<file path="src/rtl/motor_drive_pkg.sv">
// motor_drive_pkg: shared definitions for the motor drive stage.
//   - navigation pattern encodings produced by the steering logic
//   - direction pin levels
//   - drive FSM state type
package motor_drive_pkg;

  localparam logic [7:0] NAV_PROCEED = 8'hFF;
  localparam logic [7:0] NAV_LEFT    = 8'hF0;
  localparam logic [7:0] NAV_RIGHT   = 8'h0F;
  localparam logic [7:0] NAV_STOP    = 8'h00;

  localparam logic FWD = 1'b1;
  localparam logic REV = 1'b0;

  typedef enum logic [1:0] {
    ST_RUN   = 2'd0,
    ST_BRAKE = 2'd1,
    ST_DEAD  = 2'd2
  } drive_state_e;

endpackage

</file>
<file path="src/rtl/motor_drive_if.sv">
// motor_drive_if: steering-to-motor bundle.
//   nav      steering pattern (proceed / left / right / stop)
//   dir_fwd  travel direction switch, 1 = forward
//   pwm_l/r  motor PWM
//   dir_l/r  motor direction pins, 1 = forward
//   moving   either applied duty non-zero
//   braking  drive is braking or waiting out the dead time
// master: steering side, slave: motor_drive.
interface motor_drive_if;

  logic [7:0] nav;
  logic       dir_fwd;
  logic       pwm_l;
  logic       pwm_r;
  logic       dir_l;
  logic       dir_r;
  logic       moving;
  logic       braking;

  modport master (
    output nav, dir_fwd,
    input  pwm_l, pwm_r, dir_l, dir_r, moving, braking
  );

  modport slave (
    input  nav, dir_fwd,
    output pwm_l, pwm_r, dir_l, dir_r, moving, braking
  );

endinterface

</file>
<file path="src/rtl/motor_ramp_pwm.sv">
// motor_ramp_pwm: one motor channel.
// Ramps its duty toward the target by RAMP_STEP on each tick (saturating
// at the target), shadows it into the applied duty at the start of each
// PWM period, and produces a registered PWM output.
//   clk, rst_n    clock, synchronous active-low reset
//   target        duty the ramp is heading for
//   tick          one-cycle ramp strobe
//   pwm_cnt       shared free-running PWM counter
//   ramp_duty     current ramp duty
//   applied_duty  duty in effect for the current PWM period
//   pwm           PWM output
module motor_ramp_pwm #(
  parameter int unsigned PWM_BITS  = 8,
  parameter int unsigned RAMP_STEP = 4
) (
  input  logic                clk,
  input  logic                rst_n,
  input  logic [PWM_BITS-1:0] target,
  input  logic                tick,
  input  logic [PWM_BITS-1:0] pwm_cnt,
  output logic [PWM_BITS-1:0] ramp_duty,
  output logic [PWM_BITS-1:0] applied_duty,
  output logic                pwm
);

  localparam logic [PWM_BITS-1:0] STEP = PWM_BITS'(RAMP_STEP);

  logic [PWM_BITS-1:0] ramp_nxt;
  logic [PWM_BITS-1:0] applied_nxt;

  // Differences are taken in the safe direction so neither sum can wrap.
  always_comb begin
    ramp_nxt = ramp_duty;
    if (tick) begin
      if (ramp_duty < target) begin
        ramp_nxt = (target - ramp_duty > STEP) ? ramp_duty + STEP : target;
      end else if (ramp_duty > target) begin
        ramp_nxt = (ramp_duty - target > STEP) ? ramp_duty - STEP : target;
      end
    end
  end

  assign applied_nxt = (pwm_cnt == '0) ? ramp_duty : applied_duty;

  always_ff @(posedge clk) begin
    if (!rst_n) begin
      ramp_duty    <= '0;
      applied_duty <= '0;
      pwm          <= 1'b0;
    end else begin
      ramp_duty    <= ramp_nxt;
      applied_duty <= applied_nxt;
      pwm          <= (pwm_cnt < applied_nxt);
    end
  end

endmodule

</file>
<file path="src/rtl/motor_drive.sv">
// motor_drive: two-channel DC motor driver behind the steering logic.
// Registers the steering inputs, decodes per-channel duty targets, runs the
// ramp prescaler and shared PWM counter, and sequences direction reversals
// through brake-to-zero and a dead time before the direction pins flip.
//   clk    system clock
//   rst_n  synchronous active-low reset
//   bus    motor_drive_if slave: nav, dir_fwd in; pwm_l/r, dir_l/r,
//          moving, braking out
module motor_drive
  import motor_drive_pkg::*;
#(
  parameter int unsigned PWM_BITS   = 8,
  parameter int unsigned MAX_DUTY   = 200,
  parameter int unsigned RAMP_DIV   = 1000,
  parameter int unsigned RAMP_STEP  = 4,
  parameter int unsigned DEAD_TICKS = 8
) (
  input  logic         clk,
  input  logic         rst_n,
  motor_drive_if.slave bus
);

  localparam int unsigned PRE_W  = $clog2(RAMP_DIV + 1);
  localparam int unsigned DEAD_W = $clog2(DEAD_TICKS + 1);
  localparam logic [PWM_BITS-1:0] MAX_D = PWM_BITS'(MAX_DUTY);

  logic [7:0]          nav_q;
  logic                dir_q;
  logic [PRE_W-1:0]    pre_cnt;
  logic                tick;
  logic [PWM_BITS-1:0] pwm_cnt;
  drive_state_e        state, state_nxt;
  logic [DEAD_W-1:0]   dead_cnt, dead_nxt;
  logic                dir_lat, dir_nxt;
  logic [PWM_BITS-1:0] tgt_l, tgt_r, tgt_l_nxt, tgt_r_nxt;
  logic [PWM_BITS-1:0] ramp_l, ramp_r, applied_l, applied_r;
  logic                pwm_l, pwm_r;
  logic                moving, braking;
  logic                all_zero;

  assign tick     = (pre_cnt == PRE_W'(RAMP_DIV - 1));
  assign all_zero = (ramp_l == '0) && (ramp_r == '0) &&
                    (applied_l == '0) && (applied_r == '0);

  always_comb begin
    state_nxt = state;
    dead_nxt  = dead_cnt;
    dir_nxt   = dir_lat;
    case (state)
      ST_RUN: begin
        if (dir_q != dir_lat) state_nxt = ST_BRAKE;
      end
      ST_BRAKE: begin
        if (all_zero) begin
          state_nxt = ST_DEAD;
          dead_nxt  = '0;
        end
      end
      ST_DEAD: begin
        // The DEAD_TICKS-th tick ends the dead time; the direction latched
        // is whatever the switch says now, possibly the old direction.
        if (tick) begin
          if (dead_cnt == DEAD_W'(DEAD_TICKS - 1)) begin
            state_nxt = ST_RUN;
            dir_nxt   = dir_q;
          end else begin
            dead_nxt = dead_cnt + 1'b1;
          end
        end
      end
      default: state_nxt = ST_RUN;
    endcase
  end

  // Targets follow the upcoming state so braking forces zero immediately
  // and nav takes effect on the first RUN cycle after a reversal.
  always_comb begin
    tgt_l_nxt = '0;
    tgt_r_nxt = '0;
    if (state_nxt == ST_RUN) begin
      case (nav_q)
        NAV_PROCEED: begin tgt_l_nxt = MAX_D; tgt_r_nxt = MAX_D; end
        NAV_LEFT:    begin tgt_l_nxt = '0;    tgt_r_nxt = MAX_D; end
        NAV_RIGHT:   begin tgt_l_nxt = MAX_D; tgt_r_nxt = '0;    end
        default:     begin tgt_l_nxt = '0;    tgt_r_nxt = '0;    end
      endcase
    end
  end

  always_ff @(posedge clk) begin
    if (!rst_n) begin
      nav_q    <= NAV_STOP;
      dir_q    <= FWD;
      pre_cnt  <= '0;
      pwm_cnt  <= '0;
      state    <= ST_RUN;
      dead_cnt <= '0;
      dir_lat  <= FWD;
      tgt_l    <= '0;
      tgt_r    <= '0;
      moving   <= 1'b0;
      braking  <= 1'b0;
    end else begin
      nav_q    <= bus.nav;
      dir_q    <= bus.dir_fwd;
      pre_cnt  <= tick ? '0 : pre_cnt + 1'b1;
      pwm_cnt  <= pwm_cnt + 1'b1;
      state    <= state_nxt;
      dead_cnt <= dead_nxt;
      dir_lat  <= dir_nxt;
      tgt_l    <= tgt_l_nxt;
      tgt_r    <= tgt_r_nxt;
      braking  <= (state_nxt != ST_RUN);
      // Applied duties load from the ramp duties only at cnt == 0, so
      // mirroring that load keeps moving aligned with the applied duty.
      if (pwm_cnt == '0) moving <= (ramp_l != '0) || (ramp_r != '0);
    end
  end

  motor_ramp_pwm #(
    .PWM_BITS (PWM_BITS),
    .RAMP_STEP(RAMP_STEP)
  ) u_left (
    .clk         (clk),
    .rst_n       (rst_n),
    .target      (tgt_l),
    .tick        (tick),
    .pwm_cnt     (pwm_cnt),
    .ramp_duty   (ramp_l),
    .applied_duty(applied_l),
    .pwm         (pwm_l)
  );

  motor_ramp_pwm #(
    .PWM_BITS (PWM_BITS),
    .RAMP_STEP(RAMP_STEP)
  ) u_right (
    .clk         (clk),
    .rst_n       (rst_n),
    .target      (tgt_r),
    .tick        (tick),
    .pwm_cnt     (pwm_cnt),
    .ramp_duty   (ramp_r),
    .applied_duty(applied_r),
    .pwm         (pwm_r)
  );

  assign bus.pwm_l   = pwm_l;
  assign bus.pwm_r   = pwm_r;
  assign bus.dir_l   = dir_lat;
  assign bus.dir_r   = dir_lat;
  assign bus.moving  = moving;
  assign bus.braking = braking;

endmodule

</file>
<file path="src/flat_wrapper.sv">
// flat-port wrapper written by rule: the top's interface ports become plain ports
module motor_drive_flat import motor_drive_pkg::*;
#(
  parameter int unsigned PWM_BITS   = 8,
  parameter int unsigned MAX_DUTY   = 200,
  parameter int unsigned RAMP_DIV   = 1000,
  parameter int unsigned RAMP_STEP  = 4,
  parameter int unsigned DEAD_TICKS = 8
)
  (clk, rst_n, bus_nav, bus_dir_fwd, bus_pwm_l, bus_pwm_r, bus_dir_l, bus_dir_r, bus_moving, bus_braking);
  motor_drive_if bus_i ();
  input  logic clk;
  input  logic rst_n;
  input wire logic [$bits(bus_i.nav)-1:0] bus_nav;
  input wire logic [$bits(bus_i.dir_fwd)-1:0] bus_dir_fwd;
  output wire logic [$bits(bus_i.pwm_l)-1:0] bus_pwm_l;
  output wire logic [$bits(bus_i.pwm_r)-1:0] bus_pwm_r;
  output wire logic [$bits(bus_i.dir_l)-1:0] bus_dir_l;
  output wire logic [$bits(bus_i.dir_r)-1:0] bus_dir_r;
  output wire logic [$bits(bus_i.moving)-1:0] bus_moving;
  output wire logic [$bits(bus_i.braking)-1:0] bus_braking;
  assign bus_i.nav = bus_nav;
  assign bus_i.dir_fwd = bus_dir_fwd;
  assign bus_pwm_l = bus_i.pwm_l;
  assign bus_pwm_r = bus_i.pwm_r;
  assign bus_dir_l = bus_i.dir_l;
  assign bus_dir_r = bus_i.dir_r;
  assign bus_moving = bus_i.moving;
  assign bus_braking = bus_i.braking;
  motor_drive #(.PWM_BITS(PWM_BITS), .MAX_DUTY(MAX_DUTY), .RAMP_DIV(RAMP_DIV), .RAMP_STEP(RAMP_STEP), .DEAD_TICKS(DEAD_TICKS)) u_core (.clk(clk), .rst_n(rst_n), .bus(bus_i));
endmodule
</file>
<file path="config.mk">
export PLATFORM = sky130hd
export DESIGN_NAME = motor_drive_flat
export DESIGN_NICKNAME = d
export VERILOG_FILES = /design/src/rtl/motor_drive_pkg.sv /design/src/rtl/motor_drive_if.sv /design/src/rtl/motor_ramp_pwm.sv /design/src/rtl/motor_drive.sv /design/src/flat_wrapper.sv
export SDC_FILE = /design/constraint.sdc
export NUM_CORES = 1
export LEC_CHECK = 0
export CAP_MARGIN = 20
export CORE_MARGIN = 2
export CORE_UTILIZATION = 25
export CTS_BUF_LIST = sky130_fd_sc_hd__clkbuf_2 sky130_fd_sc_hd__clkbuf_4 sky130_fd_sc_hd__clkbuf_8
export DETAILED_ROUTE_END_ITERATION = 8
export RECOVER_POWER = 50
export SETUP_SLACK_MARGIN = 0.2
export SLEW_MARGIN = 20
export SYNTH_ARGS = -nofsm -noshare
export SYNTH_HDL_FRONTEND = slang
export SYNTH_SLANG_ARGS = --single-unit
export TNS_END_PERCENT = 10
</file>
<file path="constraint.sdc">
create_clock -name clk -period 2.9 [get_ports clk]
set_input_delay 0.58 -clock clk [delete_from_list [all_inputs] [get_ports clk]]
set_output_delay 0.58 -clock clk [all_outputs]
set_load 0.02 [all_outputs]
</file>
# Word level (Yosys, flattened, before mapping)
# Index checks and enable logic that the tools add are counted.
[totals]
regBits = 86
input_bits = 11
output_inout_bits = 6
wordCells = 96
[op_classes]
n_addsub = 11
order_cmp = 10
eq_ne = 11
n_mux = 21
bitwise = 1
n_reduce_logical = 25
[op_table]
columns = ["op", "n"]
rows = [
  ["$mux 8", 12],
  ["$logic_not 8->1", 5],
  ["$gt 8x3->1 const B", 4],
  ["$lt 8x8->1", 4],
  ["$sub 8x8->8", 4],
  ["$add 8x3->8 const B", 2],
  ["$eq 8x8->1 const B", 2],
  ["$gt 8x8->1", 2],
  ["$reduce_bool 8->1", 2],
  ["$sub 8x3->8 const B", 2],
  ["$mux 4", 3],
  ["$add 10x1->10 const B", 1],
  ["$eq 10x10->1 const B", 1],
  ["$add 8x1->8 const B", 1],
  ["$eq 8x4->1 const B", 1],
  ["$mux 2", 4],
  ["$pmux 4 s2", 1],
  ["$reduce_bool 2->1", 4],
  ["$pmux 2 s3", 1],
  ["$reduce_and 2->1", 3],
  ["$reduce_or 2->1", 3],
  ["$add 4x1->4 const B", 1],
  ["$eq 4x3->1 const B", 1],
  ["$logic_not 2->1", 2],
  ["10 further kinds", 13],
]

# Longest topological paths before layout
# Gate-level depths: netlist of run 1.
[depth]
ltp_word = 8
depth_mapped = 14
depth_no_buf = 12

# Hierarchy
# A second synthesis of run 1 with hierarchy kept.
[hier_totals]
cells_unflattened = 670
area_unflattened_um2 = 5332.6
[modules_own_cells]
columns = ["module", "n_inst", "cells_per_inst", "area_each_um2", "seq_area_each_um2"]
rows = [
  ["motor_ramp_pwm at u_core.u_left", 1, 257, 1930.6, 340.3],
  ["motor_ramp_pwm at u_core.u_right", 1, 238, 1804.2, 340.3],
  ["motor_drive", 1, 175, 1597.8, 760.7],
]

# Worst setup path after synthesis of run 1
# OpenSTA, ideal clock, no wires.
[synth_timing]
kind = "flip-flop to flip-flop"
startpoint = "register u_core.u_right.ramp_duty[3]"
endpoint = "register u_core.u_right.ramp_duty[5]"
setup_ns = 0.133
t_arrival_ns = 2.307
required_time_ns = 2.767
path_slack_ns = 0.460
stages_incl_launch_ff = 9
n_path_buf = 0
synth_period_minus_slack_ns = 2.440
path_cell_list = "dfxtp_1 -> inv_1 -> ha_1 -> nor3b_1 -> nor3_1 -> a2111o_1 -> or2_2 -> o2111ai_1 -> o311ai_1"
[synth_between]
elab_chain_cells = 5
word_cells_on_any_way = 14
cone_classes = "add/sub (4); order compare (4); mux (4); reduce/logical (2)"
[synth_lines]
columns = ["item", "line_no", "text"]
rows = [
  ["start: declaration", "motor_ramp_pwm.sv:21", "output logic [PWM_BITS-1:0] ramp_duty,"],
  ["start signal: assignment", "motor_ramp_pwm.sv:51", "ramp_duty <= ramp_nxt;"],
  ["$sub 8x8->8", "motor_ramp_pwm.sv:38", "ramp_nxt = (ramp_duty - target > STEP) ? ramp_duty - STEP : target;"],
  ["$gt 8x3->1", "motor_ramp_pwm.sv:38", ""],
  ["$mux 8", "motor_ramp_pwm.sv:38", ""],
  ["$mux 8", "motor_ramp_pwm.sv:37", "end else if (ramp_duty > target) begin"],
  ["$mux 8", "motor_ramp_pwm.sv:35", "if (ramp_duty < target) begin"],
]
# Several ways; a longest one is shown, not always the timed one. The select of a mux whose other input is x is not followed.
# A chain may end at the register's enable or synchronous reset.

# Worst setup path in the final report of run 1
# Same ends and word-level chain as after synthesis.

==> metrics.md, run 1 <==
| Metric | Value |
|---|---|
| Tightest Pin Transition | `1.24 ns` |
| HP Class | `reg -> reg` |
| Core area | `16600 sq um` |
| Initial Util | `25.5%` |
| Synthesized netlist cell count | `490` |
| Root Buffer | `clkbuf_8` |
| Power consumption | `1.82 mW` |
| Clk sinks | `68` |
| Reg-to-reg endpoint | `u_core.u_right.ramp_duty[5]` |
| Synth async-reset ratio | `0%` |
| CTS Buffer Depth | `2` |
| Antenna-violating nets left | `0` |
| Hold Fails Final Rpt | `0` |
| Critical path type | `reg -> reg` |
| Sum Neg Setup Slack | `0 ns` |
| Syn avg cell area | `8.64 sq um` |
| Num CTS Buffers | `9` |
| Vias per cell | `4.71` |
| DP HPWL | `6850 um` |
| Row Count | `47` |
| Final Slew Violations | `0` |
| Seq/Total Area, Yosys | `32.2%` |
| R2r setup slk | `0.39 ns` |
| Placer congestion estimate | `0.837` |
| Via count | `3458` |
| Fin nets | `567` |
| I/O pin cnt | `17` |
| Max-capacitance violation count | `0` |
| Setup Skew | `0.0110 ns` |
| Clk slew on worst S/H paths | `0.07 ns` |
| Largest net degree at the start of global routing | `40` |
| WP data required | `3.12 ns` |
| Final setup fails | `0` |
| Period minus WS final | `2.51 ns` |
| P&R area growth vs syn | `14.9%` |
| Synth Flop Type | `dfxtp_1` |
| # DRC | `0` |
| Port Buf Inserts | `16` |
| Worst r2r src | `u_core.u_right.ramp_duty[3]` |
| CP max stage delay | `0.40 ns` |
| Number of synthesized flops with an enable pin | `0` |
| Highest clock rate | `399 MHz` |
| GR Overflow Total | `0` |
| P per Cell Area | `374 nW/um^2` |
| Final period util | `86.5%` |
| Ys Warns | `0` |
| CP Capture Type | `flop` |
| Antenna cells | `0` |
| Worst skew pair latency | `0.34 ns` |
| Mapped Nets | `547` |
| TritonCTS clock tree | `built` |
| Seq cells post-synth | `68` |
| Routed WL per cell | `12.5 um` |
| RSZ-0062 raised after global routing | `true` |
| Worst Reg-to-Reg Cells | `9` |
| First-pass GRT wire length | `15700 um` |
| Slew HR | `17.1%` |
| Worst Hold Depth | `1` |
| Most frequent cells in the layout | `67 x dfxtp_1, 42 x nor2_1, 42 x ha_1, 33 x nand2_1, 22 x nor2b_1` |
| Yosys cell types | `61` |
| Worst setup SP type | `flop` |
| Global Route Usage Sum | `10.6%` |
| Share of cells above drive strength 1 | `8.37%` |
| Final WL | `9150 um` |
| Die Wd | `134 um` |
| Leak | `1.85 nW` |
| Initial antenna violation count | `0` |
| CP arrival | `2.73 ns` |
| Peak supply drop | `0.264 mV` |
| CP Cell Sequence | `inv_1 -> buf_4 -> fa_1 -> xnor2_1 -> a2111oi_2 -> nand4_1 -> or2_2 -> o2111ai_1 -> o311ai_1` |
| Vias in the first global route | `3270` |
| H-tree Lvls | `3` |
| HP Start | `u_core.pre_cnt[0]` |
| Most common cell after layout, fill and taps aside | `dfxtp_1` |
| Synthesized area | `4230 sq um` |
| Delay-heaviest family, CP | `compound AO/OA/AOI/OAI gates` |
| Max stage delay cell, worst path | `dfxtp_1` |
| Die H | `134 um` |
| Critical-path maximum fanout | `6` |
| Hold path endpoint | `u_core.pre_cnt[0]` |
| Die ar. | `18000 sq um` |
| Critical path buffer and inverter count | `2` |
| DR iter-0 viols | `178` |
| First-pass detailed-route iteration total | `5` |
| Status | `finished, final reports clean` |
## worst max-delay path by stage
stage          cells past startpoint                         from                           to  slack (ns)
2_1_floorplan                      8  u_core.u_right.ramp_duty[3]  u_core.u_right.ramp_duty[5]        0.46
3_3_place_gp                       8  u_core.u_right.ramp_duty[2]  u_core.u_right.ramp_duty[6]        0.34
3_5_place_dp                       9  u_core.u_right.ramp_duty[3]  u_core.u_right.ramp_duty[6]        0.28
4_1_cts                            9  u_core.u_right.ramp_duty[3]  u_core.u_right.ramp_duty[6]        0.27
5_1_grt                            8  u_core.u_right.ramp_duty[2]  u_core.u_right.ramp_duty[5]        0.13
6_report                           9  u_core.u_right.ramp_duty[3]  u_core.u_right.ramp_duty[5]        0.39
## metal layers
metal,vias to the layer above,track usage (%),routed length [um]
met5,-,0,0
met2,49,16.4,4050
met3,19,1.32,202
li1,1777,-,-
met1,1613,14.7,4700
met4,0,4.85,204
## registers in the layout, indices dropped and copies added, names as in the netlist, 2 cells and up
name,count
u_core.dead_cnt,4
u_core.nav_q,8
u_core.pre_cnt,10
u_core.pwm_cnt,8
u_core.state,2
u_core.u_left.applied_duty,8
u_core.u_left.ramp_duty,6
u_core.u_right.applied_duty,8
u_core.u_right.ramp_duty,6
## cell families (layout without fill, tap and decap cells)
family	Yosys count	after routing	share of synthesized area, %
flops	68	68	32.2
simple gates	204	204	26.2
compound gates	94	94	15.4
buf+inv	39	63	4.02
fa+ha+maj	46	46	13.9
xor+xnor	32	32	6.62
mux	7	7	1.65
## area by class of cell
| cell class | count | area, sq um |
|---|---|---|
| inverters | 17 | 63.8 |
| repair buffers | 31 | 256 |
| fillers | 1817 | 11700 |
| flip-flops and latches | 68 | 1360 |
| multi-input cells | 383 | 2730 |
| well taps | 220 | 275 |
| clock inverters | 2 | 10.0 |
| clock buffers | 13 | 166 |
## stage by stage
| step | instances | hold WS, ns | instance area [sq um] | worst slack [ns] | util (%) |
|---|---|---|---|---|---|
| after floorplan | 490 | 0.418 | 4230 | 0.460 | - |
| after global placement | 718 | 0.433 | 4660 | 0.342 | 28.1 |
| after detailed placement | 718 | 0.438 | 4660 | 0.284 | 28.1 |
| after CTS | 733 | 0.449 | 4840 | 0.266 | 29.2 |
| after global routing | 734 | 0.474 | 4860 | 0.135 | 29.3 |
| final | 734 | 0.448 | 4860 | 0.393 | 29.3 |
## synthesized netlist by cell type (all sizes together) (3+ instances only)
cell type  count  area, sq um
dfxtp         68         1360
ha            44          551
nor2          42          158
nand2         33          124
o21ai         23          123
nor2b         22          138
xnor2         20          175
and2          19          119
nand3         19         95.1
a21oi         17         85.1
inv           17         63.8
clkbuf        15         56.3
xor2          12          105
nor3          10         55.1
nand4          9         56.3
nor3b          9         67.6
a31oi          8         50.1
and3           8         51.3
buf            7         50.1
mux2i          7         70.1
nand2b         6         37.5
o21a           6         45.0
nor4           5         31.3
o211ai         5         37.5
o31ai          5         37.5
or4            5         37.5
a21boi         4         30.0
a211oi         3         22.5
a2bb2oi        3         26.3
and4           3         27.5
nor4b          3         26.3
o22ai          3         18.8
o31a           3         26.3
or3b           3         26.3
## worst register-to-register path: stages, from the launching register on
cell       delay (ns)
dfxtp_1          0.40
inv_1            0.10
buf_4            0.17
fa_1             0.40
xnor2_1          0.15
a2111oi_2        0.29
nand4_1          0.21
or2_2            0.38
o2111ai_1        0.19
o311ai_1         0.11
## power breakdown
part | switching (mW) | total [mW] | internal, mW
clock | 0.348 | 0.717 | 0.369
sequential | 0.0139 | 0.969 | 0.955
combinational | 0.0716 | 0.134 | 0.0624
total | 0.433 | 1.82 | 1.39
## repair_timing
item | in CTS | in global routing
resized for setup | 0 | 7
hold buffers | 0 | 0
endpoints found under the hold margin | 0 | 0
setup endpoints to repair | 0 | 9
setup buffers | 0 | 1
No activity file was read; power rests on OpenSTA's default activity.
==> inputs of run 2 (changes only) <==
--- a/config.mk
+++ b/config.mk
@@ -9,6 +9,7 @@
 export CORE_MARGIN = 2
 export CORE_UTILIZATION = 25
 export CTS_BUF_LIST = sky130_fd_sc_hd__clkbuf_2 sky130_fd_sc_hd__clkbuf_4 sky130_fd_sc_hd__clkbuf_8
+export CTS_CLUSTER_DIAMETER = 150
 export DETAILED_ROUTE_END_ITERATION = 8
 export RECOVER_POWER = 50
 export SETUP_SLACK_MARGIN = 0.2
==> results of run 2 <==
Same layout as run 1: the final DEF is identical, and so are final timing and power.
==> inputs of run 3 (changes only) <==
==> constraint.sdc (replaced) <==
create_clock -name clk -period 2.4 [get_ports clk]
set_input_delay 0.48 -clock clk [delete_from_list [all_inputs] [get_ports clk]]
set_output_delay 0.48 -clock clk [all_outputs]
set_load 0.02 [all_outputs]
==> run 3 against run 2 <==
  * Wire length is 18% higher
  * Clock skew hardly changed
  * Register-to-register slack worse by 0.26 ns
  * Sequential power is 21% higher
  * Cell count is 6.3% higher
  * Die area stayed put
  * Sequential share of layout area is 3.2 points lower
  * Worst hold slack better by 0.026 ns
  * Maximum frequency is 11% higher
  * Highest routed layer unchanged
==> metrics.md, run 3 (synthesis gave the netlist of run 1 again) <==
| Metric | Value |
|---|---|
| Status | `finished, final reports clean (unchanged)` |
| Clk sinks | `68 (unchanged)` |
| First-pass GRT wire length | `17400 um (was 15700 um)` |
| Hold Fails Final Rpt | `0 (unchanged)` |
| Row Count | `47 (unchanged)` |
| Critical path buffer and inverter count | `2 (unchanged)` |
| NetSw | `0.598 mW (was 0.433 mW)` |
| Share of cells above drive strength 1 | `22.1% (was 8.37%)` |
| Sum Neg Setup Slack | `0 ns (unchanged)` |
| Slew HR | `38.0% (was 17.1%)` |
| Fin nets | `612 (was 567)` |
| Vias per cell | `4.91 (was 4.71)` |
| Core area | `16600 sq um (unchanged)` |
| Worst setup SP type | `flop (unchanged)` |
| Clk slew on worst S/H paths | `0.08 ns (was 0.07 ns)` |
| Routed WL per cell | `13.8 um (was 12.5 um)` |
| Global Route Usage Sum | `11.7% (was 10.6%)` |
| I/O pin cnt | `17 (unchanged)` |
| Most common cell after layout, fill and taps aside | `dfxtp_1 (unchanged)` |
| Delay-heaviest family, CP | `simple AND/OR/NAND/NOR gates (was compound AO/OA/AOI/OAI gates)` |
| Crit path top cell by count | `buf_4` |
| R2r setup slk | `0.14 ns (was 0.39 ns)` |
| Largest register FFs | `10 (unchanged)` |
| CP arrival | `2.53 ns (was 2.73 ns)` |
| P per Cell Area | `445 nW/um^2 (was 374 nW/um^2)` |
| FF+latch area | `1370 sq um (was 1360 sq um)` |
| HP Class | `reg -> reg (unchanged)` |
| WP data required | `2.66 ns (was 3.12 ns)` |
| Tightest Pin Transition | `0.931 ns (was 1.24 ns)` |
| Num CTS Buffers | `9 (unchanged)` |
| Fillers | `1723 (was 1817)` |
| Final period util | `94.3% (was 86.5%)` |
| DP HPWL | `7800 um (was 6850 um)` |
| Max stage delay cell, worst path | `or4_1 (was dfxtp_1)` |
| Final Cell Area | `5530 sq um (was 4860 sq um)` |
| P&R area growth vs syn | `30.5% (was 14.9%)` |
| Area occupied by multi-input gates | `2930 sq um (was 2730 sq um)` |
| DR iter-0 viols | `154 (was 178)` |
| CP max stage delay | `0.49 ns (was 0.40 ns)` |
| Die Wd | `134 um (unchanged)` |
| # DRC | `0 (unchanged)` |
| Combinational share of power | `9.3% (was 7.4%)` |
| Antenna cells | `0 (unchanged)` |
| Pint | `1.86 mW (was 1.39 mW)` |
| Die ar. | `18000 sq um (unchanged)` |
| Most frequent cells in the layout | `62 x dfxtp_1, 54 x buf_4, 40 x nor2_1, 37 x ha_1, 32 x nand2_1 (was 67 x dfxtp_1, 42 x nor2_1, 42 x ha_1, 33 x nand2_1, 22 x nor2b_1)` |
| Switching Fraction | `24.3% (was 23.8%)` |
| Hold-fix buffers at CTS | `0 (unchanged)` |
| Leak | `2.15 nW (was 1.85 nW)` |
| Final Slew Violations | `0 (unchanged)` |
| Via count | `3829 (was 3458)` |
| First-pass detailed-route iteration total | `5 (unchanged)` |
| Placer congestion estimate | `0.897 (was 0.837)` |
| Max-capacitance violation count | `0 (unchanged)` |
| Largest net degree at the start of global routing | `45 (was 40)` |
| Worst skew pair latency | `0.34 ns (about the same)` |
| Port Buf Inserts | `16 (unchanged)` |
| Final WL | `10800 um (was 9150 um)` |
| Sequential share of power | `47.5% (was 53.2%)` |
| CTS Buffer Depth | `2 (unchanged)` |
| CP Capture Type | `flop (unchanged)` |
| Initial Util | `25.5% (unchanged)` |
| Antenna-violating nets left | `0 (unchanged)` |
| Peak supply drop | `0.393 mV (was 0.264 mV)` |
| Die H | `134 um (unchanged)` |
| Setup Skew | `0.0110 ns (about the same)` |
| Critical-path maximum fanout | `6 (unchanged)` |
| Period minus WS final | `2.26 ns (was 2.51 ns)` |
| H-tree Lvls | `3 (unchanged)` |
| GR Overflow Total | `0 (unchanged)` |
| Initial antenna violation count | `0 (unchanged)` |
| RSZ-0062 raised after global routing | `true (unchanged)` |
| Final setup fails | `0 (unchanged)` |
| Biggest register | `u_core.pre_cnt (unchanged)` |
| Critical path type | `reg -> reg (unchanged)` |
| CP Cell Sequence | `buf_4 -> ha_1 -> or4_1 -> nand4_1 -> buf_4 -> nor3_1 -> o32a_2 -> o21ai_0 (was inv_1 -> buf_4 -> fa_1 -> xnor2_1 -> a2111oi_2 -> nand4_1 -> or2_2 -> o2111ai_1 -> o311ai_1)` |
| Highest clock rate | `442 MHz (was 399 MHz)` |
| Clock network power share | `43.2% (was 39.4%)` |
| Root Buffer | `clkbuf_8 (unchanged)` |
| Area after DPL | `4960 sq um (was 4660 sq um)` |
| Vias in the first global route | `3743 (was 3270)` |
| TritonCTS clock tree | `built (unchanged)` |
run 3: repair_timing:
| action | 4_1_cts | 5_1_grt |
|---|---|---|
| setup buffers | 7 | 3 |
| endpoints found under the setup margin | 17 | 19 |
| pin swaps | 5 | 10 |
| cloned | 0 | 2 |
| gates resized for setup | 14 | 37 |
| endpoints found under the hold margin | 0 | 0 |
run 3: power by group through the flow:
stage	combinational, mW	clock [mW]	sequential, mW
after detailed placement	0.181	0	1.19
after CTS	0.191	1.09	1.17
after global routing	0.250	1.14	1.17
after floorplan	0.100	0	1.20
final	0.230	1.06	1.17
after global placement	0.176	0	1.19
run 3: area by class of cell:
cell class | count | share of cell area, %
well taps | 220 | 4.98
clock buffers | 9 | 2.24
inverters | 17 | 1.15
repair buffers | 76 | 11.9
flip-flops and latches | 68 | 24.8
multi-input cells | 383 | 53.1
clock inverters | 7 | 1.83
run 3: worst paths after layout:
path                            depth (start not counted)         startpoint                          to
worst max-delay path                                    8    u_core.tgt_l[6]  u_core.u_left.ramp_duty[3]
worst min-delay path                                    1  u_core.pre_cnt[0]           u_core.pre_cnt[0]
worst max register to register                          8    u_core.tgt_l[6]  u_core.u_left.ramp_duty[3]
worst min register to register                          1  u_core.pre_cnt[0]           u_core.pre_cnt[0]
run 3: layer usage:
| layer | global-route usage (%) | wire length [um] | vias to the layer above | part of all wire, % |
|---|---|---|---|---|
| li1 | - | - | 1872 | - |
| met1 | 14.8 | 4890 | 1836 | 45 |
| met2 | 20.5 | 5200 | 101 | 48 |
| met3 | 1.81 | 470 | 20 | 4.4 |
| met4 | 3.63 | 219 | 0 | 2.0 |
| met5 | 0 | 0 | - | 0 |
run 3: worst register-to-register path: stages (launching register included):
cell	delay, ns
dfxtp_2	0.36
buf_4	0.17
ha_1	0.35
or4_1	0.49
nand4_1	0.19
buf_4	0.14
nor3_1	0.04
o32a_2	0.38
o21ai_0	0.07
run 3: metrics by stage:
stage	hold slack (ns)	util [%]	power (mW)	cells	worst slack (ns)
2_1_floorplan	0.418	-	1.30	490	0.131
3_3_place_gp	0.430	29.9	1.37	752	0.0794
3_5_place_dp	0.451	29.9	1.38	752	0.0251
4_1_cts	0.467	32.0	2.45	775	0.125
5_1_grt	0.486	33.3	2.56	780	0.0329
6_report	0.473	33.3	2.46	780	0.136
